[src/rtl/cnn_frame_sequencer.sv]
// cnn_frame_sequencer: streams one stored image to the conv feeder and collects the classifier result
module cnn_frame_sequencer #(
  parameter int IX          = 28,
  parameter int IY          = 28,
  parameter int I_F_BW      = 8,
  parameter int SEL_BW      = 4,
  parameter int ADDR_BW     = 14,
  parameter int PIX_GAP     = 0,
  parameter int TIMEOUT_CYC = 4096,
  parameter int CLS_BW      = 8
) (
  input  logic               clk,
  input  logic               reset,
  input  logic               i_start,
  input  logic               i_abort,
  input  logic [SEL_BW-1:0]  i_sel,
  output logic               o_mem_rd,
  output logic [ADDR_BW-1:0] o_mem_addr,
  input  logic [I_F_BW-1:0]  i_mem_data,
  output logic               o_pix_valid,
  output logic [I_F_BW-1:0]  o_pixel,
  input  logic               i_res_valid,
  input  logic [CLS_BW-1:0]  i_res_class,
  output logic               o_busy,
  output logic               o_done,
  output logic               o_error,
  output logic [CLS_BW-1:0]  o_class
);
  localparam int XBW = IX > 1 ? $clog2(IX) : 1;
  localparam int YBW = IY > 1 ? $clog2(IY) : 1;
  localparam int GBW = PIX_GAP > 0 ? $clog2(PIX_GAP + 1) : 1;
  localparam int TBW = TIMEOUT_CYC > 1 ? $clog2(TIMEOUT_CYC) : 1;
  localparam logic [ADDR_BW-1:0] FRAME = ADDR_BW'(IX * IY);
  localparam logic [ADDR_BW-1:0] ROW = ADDR_BW'(IX);
  typedef enum logic [1:0] {IDLE, STREAM, WAIT_RES, DONE} state_t;
  state_t state_q, state_d;
  logic [SEL_BW-1:0]  sel_q, sel_d;
  logic [XBW-1:0]     x_q, x_d;
  logic [YBW-1:0]     y_q, y_d;
  logic [GBW-1:0]     gap_q, gap_d;
  logic [TBW-1:0]     tmo_q, tmo_d;
  logic               rd_q, rd_d;
  logic [ADDR_BW-1:0] addr_q, addr_d;
  logic               pv_q, pv_d;
  logic               busy_q, busy_d;
  logic               done_q, done_d;
  logic               err_q, err_d;
  logic [CLS_BW-1:0]  class_q, class_d;
  logic               x_end, last_px;
  assign o_mem_rd    = rd_q;
  assign o_mem_addr  = addr_q;
  assign o_pix_valid = pv_q;
  assign o_pixel     = i_mem_data;
  assign o_busy      = busy_q;
  assign o_done      = done_q;
  assign o_error     = err_q;
  assign o_class     = class_q;
  // next state: outputs are computed for the coming cycle so they can all be registered
  always_comb begin
    state_d = state_q;
    sel_d   = sel_q;
    x_d     = x_q;
    y_d     = y_q;
    gap_d   = gap_q;
    tmo_d   = tmo_q;
    rd_d    = 1'b0;
    class_d = class_q;
    done_d  = 1'b0;
    err_d   = 1'b0;
    x_end   = x_q == XBW'(IX - 1);
    last_px = x_end && (y_q == YBW'(IY - 1));
    case (state_q)
      IDLE: if (i_start && !i_abort) begin
        state_d = STREAM;
        sel_d   = i_sel;
        x_d     = '0;
        y_d     = '0;
        gap_d   = '0;
        rd_d    = 1'b1;
      end
      STREAM: if (i_abort) state_d = IDLE;
        else if (rd_q) begin
          if (last_px) begin
            state_d = WAIT_RES;
            tmo_d   = '0;
          end else begin
            x_d   = x_end ? '0 : x_q + 1'b1;
            y_d   = x_end ? y_q + 1'b1 : y_q;
            gap_d = GBW'(PIX_GAP);
            rd_d  = PIX_GAP == 0;
          end
        end else begin
          gap_d = gap_q - 1'b1;
          rd_d  = gap_q == GBW'(1);
        end
      WAIT_RES: if (i_abort) state_d = IDLE;
        else if (i_res_valid) begin
          state_d = DONE;
          class_d = i_res_class;
          done_d  = 1'b1;
        end else if (tmo_q == TBW'(TIMEOUT_CYC - 1)) begin
          state_d = DONE;
          done_d  = 1'b1;
          err_d   = 1'b1;
        end else tmo_d = tmo_q + 1'b1;
      default: state_d = IDLE;
    endcase
    busy_d = state_d == STREAM || state_d == WAIT_RES;
    pv_d   = rd_q && !i_abort;
    addr_d = ADDR_BW'(sel_d) * FRAME + ADDR_BW'(y_d) * ROW + ADDR_BW'(x_d);
  end
  // state and output registers
  always_ff @(posedge clk) begin
    if (reset) begin
      state_q <= IDLE;
      sel_q   <= '0;
      x_q     <= '0;
      y_q     <= '0;
      gap_q   <= '0;
      tmo_q   <= '0;
      rd_q    <= 1'b0;
      addr_q  <= '0;
      pv_q    <= 1'b0;
      busy_q  <= 1'b0;
      done_q  <= 1'b0;
      err_q   <= 1'b0;
      class_q <= '0;
    end else begin
      state_q <= state_d;
      sel_q   <= sel_d;
      x_q     <= x_d;
      y_q     <= y_d;
      gap_q   <= gap_d;
      tmo_q   <= tmo_d;
      rd_q    <= rd_d;
      addr_q  <= addr_d;
      pv_q    <= pv_d;
      busy_q  <= busy_d;
      done_q  <= done_d;
      err_q   <= err_d;
      class_q <= class_d;
    end
  end
endmodule

[config.mk]
export PLATFORM = sky130hd
export DESIGN_NAME = cnn_frame_sequencer
export DESIGN_NICKNAME = d
export VERILOG_FILES = /design/src/rtl/cnn_frame_sequencer.sv
export SDC_FILE = /design/constraint.sdc
export NUM_CORES = 1
export LEC_CHECK = 0
export CAP_MARGIN = 20
export CELL_PAD_IN_SITES_DETAIL_PLACEMENT = 0
export CELL_PAD_IN_SITES_GLOBAL_PLACEMENT = 1
export CORE_MARGIN = 4
export CORE_UTILIZATION = 30
export DETAILED_ROUTE_END_ITERATION = 8
export GPL_TIMING_DRIVEN = 0
export PLACE_DENSITY_LB_ADDON = 0.1
export SLEW_MARGIN = 5
export SYNTH_ARGS = -nofsm -noshare
export SYNTH_HDL_FRONTEND = slang
export SYNTH_SLANG_ARGS = --single-unit
[constraint.sdc]
create_clock -name clk -period 18.85 [get_ports clk]
set_clock_uncertainty 0.2 [all_clocks]
set_input_delay 4.7125 -clock clk [delete_from_list [all_inputs] [get_ports clk]]
set_output_delay 4.7125 -clock clk [all_outputs]
set_load 0.01 [all_outputs]
After elaboration in Yosys (flattened, before gate mapping)
Cells that the tools add are included.
{"block": "word_totals", "reg_bits": 56, "inputBits": 25, "output_inout_bits": 35, "elab_cells": 92}
{"block": "op_classes", "add_sub_neg": 6, "multipliers": 2, "eq_ne": 15, "muxes": 41, "n_bitwise": 2, "n_reduce_logical": 13}
{"operator": "$mux W12", "n": 6}
{"operator": "$mux W5", "n": 10}
{"operator": "$pmux W12 S2", "n": 1}
{"operator": "$pmux W5 S2", "n": 2}
{"operator": "$add A14 B10 Y14", "n": 1}
{"operator": "$add A14 B5 Y14", "n": 1}
{"operator": "$mux W2", "n": 7}
{"operator": "$ne A2 B2 Y1 const B", "n": 7}
{"operator": "$add A12 B1 Y12 const B", "n": 1}
{"operator": "$eq A12 B12 Y1 const B", "n": 1}
{"operator": "$add A5 B1 Y5 const B", "n": 2}
{"operator": "$eq A5 B5 Y1 const B", "n": 2}
{"operator": "$mul A4 B6 Y10 const B", "n": 1}
{"operator": "$mux W1", "n": 10}
{"operator": "$mul A5 B3 Y8 const B", "n": 1}
{"operator": "$mux W4", "n": 2}
{"operator": "$reduce_and A7 Y1", "n": 1}
{"operator": "$pmux W2 S3", "n": 1}
{"operator": "$eq A2 B1 Y1 const B", "n": 2}
{"operator": "$eq A2 B2 Y1 const B", "n": 2}
{"operator": "$pmux W1 S2", "n": 2}
{"operator": "$reduce_and A4 Y1", "n": 1}
{"operator": "$reduce_bool A2 Y1", "n": 2}
{"operator": "$reduce_or A4 Y1", "n": 1}
{"operator": "other kinds (9)", "n": 12}

Longest topological paths before layout
Gate-level depths: netlist of run 1.
{"block": "depth", "ltp_word": 9, "mapped_depth": 18, "mapped_depth_nobuf": 17}

Worst setup path after synthesis of run 1
OpenSTA, ideal clock, no wires.
{"block": "synth_path", "path_type": "input -> output", "from": "input port i_mem_data[0]", "to": "output port o_pixel[0]", "arrival_time_ps": 4832, "required_ps": 13938, "path_slack_ps": 9106, "stages": 1, "n_path_buf": 1, "path_cell_list": "buf_4"}
{"element": "from (decl)", "line_no": "19", "source": "input logic [I_F_BW-1:0] i_mem_data,"}
{"element": "to (decl)", "line_no": "21", "source": "output logic [I_F_BW-1:0] o_pixel,"}
No word-level cell between the ends.

Worst setup path in the final report of run 1
{"block": "layout_path", "from": "input port i_mem_data[1]", "to": "output port o_pixel[1]"}
No word-level cell between the ends.

==> metrics.txt, run 1 <==
unrepaired setup endpoints after global routing=no; relative slew slack=0.510; async set-or-reset flop fraction in the synthesized netlist=0; layout cells sized above 1=0.0822; Power Dens Cells=between 60 and 70 nW/um^2; Distinct cells, synth=56; I/O pin count=60; post-CTS setup buffers=0; sw frac=0.238; Clock Power Share=0.417; Fmax=between 90 and 100 MHz; DRT Pass-1 Iters=4; RePlAce Congestion=between 0.7 and 0.8; routed wire length per instance=about 15 microns; Clock Tree Root=clkbuf_16; worst endpoint required time=between 10 and 15 ns; post-synthesis sequential area ratio=0.320; Mapped Cells=a little under 400; largest net degree at the start of global routing=17; Layout Nets=514; DP HPWL=~6.6 mm; RR Startpoint=state_q[0]$_SDFF_PP0_; mux contribution to synthesized area=0.0311; gr usage total=0.140; static leakage=approximately 1.7 nW; XOR/XNOR Fraction of Synth Area=0.0181; Internal=approximately 0.00019 W; area growth from synthesis to layout=25.1%; Worst VDD drop=0.0300 mV; synth cell count leaders=dfxtp_1, nand2_1, ha_1; Inserted Clock Buffers=5; antenna violations before repair=0; largest family of logic cells by synthesized area=simple AND/OR/NAND/NOR gates; hold path start=o_class[6]$_SDFFE_PP0P_; Core Area=~11000 sq um; Final min period=around 10 ns; top-area cell type share of the netlist area=0.320; CTS H-tree lvls=2; delay-heaviest family, CP=buffers and inverters; Sink Count=54; HP Class=flop to flop; final hold violations=0; #FFs+latches synth=54; first-pass GRT wire length=around 15 mm; GR Overflow Total=0; Comb pwr share=0.123; DIE WIDTH=roughly 110 microns; # setup viols final=0; Synth Area in Simple Gates=0.259; CP Class=input port to output pin; worst-margin pin slew=0.735 ns; crit path max fanout=1; via count=3016; YS warnings=0; crit path buf inv count=2; P_sw=just over 0.00006 W; ANT cells=0; Post-CTS Resized=0; Residual DRC=0; Worst-Skew Late Latency=about 0.30 ns; Reg area=approximately 1100 sq um; Critical Path Sink Type=output pin; Critical path origin=i_mem_data[1]; Worst EP arrival=5.31 ns; Post-synth EDFFs=0; # rows=38; total negative slack=0 ns; multi-input logic area=2100 sq um; maxcap violations=0; outcome=finished clean; Post-CTS Hold Buffers=0; vias per cell=approximately 5; vias in the first global route=3014; Syn Area/Cell=8.62 sq um; Max stage delay on crit path=about 0.52 ns; area leader, netlist=dfxtp_1; crit start category=input port; Area contributors post-synth=dfxtp_1, ha_1, a21oi_1, nand2_1, fa_1; Pins Over Slew Limit=0; Syn Nets=between 400 and 500; Synth Area in Compound Gates=0.155; filler instances=about 1200; cells along the critical path=buf_4 -> clkdlybuf4s50_1; Post-Synthesis Cell Area=between 3000 and 4000 sq um; Routed Antenna Nets=0; port buffer count=between 50 and 60; Post-Synth Adder-Cell Area=0.158; CTS tree=done; clock tree buffer depth=2; Total Wirelength=just under 9 mm; sequential share of power=0.460; die area=around 13000 sq um; DP Area=~4000 sq um; clk slew on worst S/H paths=approximately 0.070 ns; Design Area, Final=around 4200 sq um; top_reg_cell synth=dfxtp_1; CP max-delay cell=clkdlybuf4s50_1; most common cell in the netlist=dfxtp_1; initial core utilization=0.309; initial DRC count=115; fin crit share=0.543; chip height=114 microns
flip-flops by register name, indices dropped and copies added, names as in the netlist, named ones only:
register	flops
o_error	1
state_q	2
sel_q	4
gap_q	1
o_done	1
tmo_q	12
x_q	3
o_mem_addr	12
y_q	5
o_pix_valid	1
o_busy	1
o_mem_rd	1
o_class	8
cell type report:
class / instances / share of cell area
tap: 140 / 0.0414
multi-input combinational: 296 / 0.496
inverter: 15 / 0.0133
sequential: 54 / 0.256
clock inverter: 2 / 0.00917
clock buffer: 5 / 0.0296
buffer: 27 / 0.0340
timing repair buffer: 51 / 0.121
power by group through the flow:
stage / Clock (W) / Combinational (W) / Sequential, W
finish: 0.000106 / 0.0000313 / 0.000117
global route: 0.000116 / 0.0000352 / 0.000118
CTS: 0.000111 / 0.0000320 / 0.000117
detailed placement: 0 / 0.0000318 / 0.000120
global placement: 0 / 0.0000317 / 0.000120
floorplan: 0 / 0.0000163 / 0.000121
metrics by stage:
step	total power, W	hold WS, ns	worst slack (ns)	utilization	std cells
after floorplan	0.000137	0.244	9.11	-	392
after global placement	0.000152	0.243	8.38	0.372	583
after detailed placement	0.000152	0.247	8.30	0.372	583
after CTS	0.000261	0.258	8.60	0.387	590
after global routing	0.000269	0.273	8.29	0.387	590
final	0.000255	0.256	8.62	0.387	590
layout by cell type (no fill, tap or decap), types with 4 or more instances in the layout:
cell             instances
inv_1                   15
a21oi_1                 32
nand3_1                 10
o31ai_1                  4
fa_1                     6
mux2i_1                  6
clkdlybuf4s50_1         51
mux2_2                   4
nor2b_1                 13
xnor2_1                  4
nor2_1                  27
nand4_1                 12
nor3_1                  12
nand4b_1                 5
a211oi_1                 5
nand2_1                 36
clkbuf_1                13
clkbuf_16                5
buf_2                    4
buf_4                   10
o21ai_0                 14
or4_1                    5
dfxtp_1                 54
ha_1                    33
nor3b_1                  6
nand2b_1                 4
per-layer routing:
metal,vias up,wire (microns),GRT usage
met1,1392,4330,0.185
li1,1529,-,-
met4,0,188,0.0483
met5,-,0,0
met2,78,3940,0.223
met3,17,458,0.0312
cells by family after synthesis:
| group | count (synthesis) |
|---|---|
| flops | 54 |
| buf+inv | 42 |
| mux | 10 |
| compound gates | 82 |
| fa+ha+maj | 39 |
| simple gates | 158 |
| xor+xnor | 7 |
final timing paths:
| path | to | depth (start not counted) | slack [ns] |
|---|---|---|---|
| hold reg to reg | o_class[6]$_SDFFE_PP0P_ | 2 | 0.26 |
| hold / removal | o_class[6]$_SDFFE_PP0P_ | 2 | 0.26 |
| setup / recovery | o_pixel[1] | 2 | 8.62 |
| setup reg to reg | o_mem_addr[13]$_SDFF_PP0_ | 18 | 13.22 |
No activity file was read; power rests on OpenSTA's default activity.
==> inputs of run 2 (changes only) <==
==> constraint.sdc (replaced) <==
create_clock -name clk -period 9.83 [get_ports clk]
set_clock_uncertainty 0.2 [all_clocks]
set_input_delay 2.4575 -clock clk [delete_from_list [all_inputs] [get_ports clk]]
set_output_delay 2.4575 -clock clk [all_outputs]
set_load 0.01 [all_outputs]
==> results of run 2 <==
The final DEF is identical to that of run 1. Status: finished clean.
Among the figures that moved: setup slack after placement 8.30 ns -> 1.54 ns; setup slack after layout 8.62 ns -> 1.87 ns; start point of the critical path i_mem_data[1] -> i_abort; end point of the critical path o_pixel[1] -> o_mem_addr[13]$_SDFF_PP0_; register-to-register setup slack 13.22 ns -> 4.20 ns; total power 0.000255 W -> 0.000489 W; worst IR drop on VDD 0.0300 mV -> 0.0575 mV
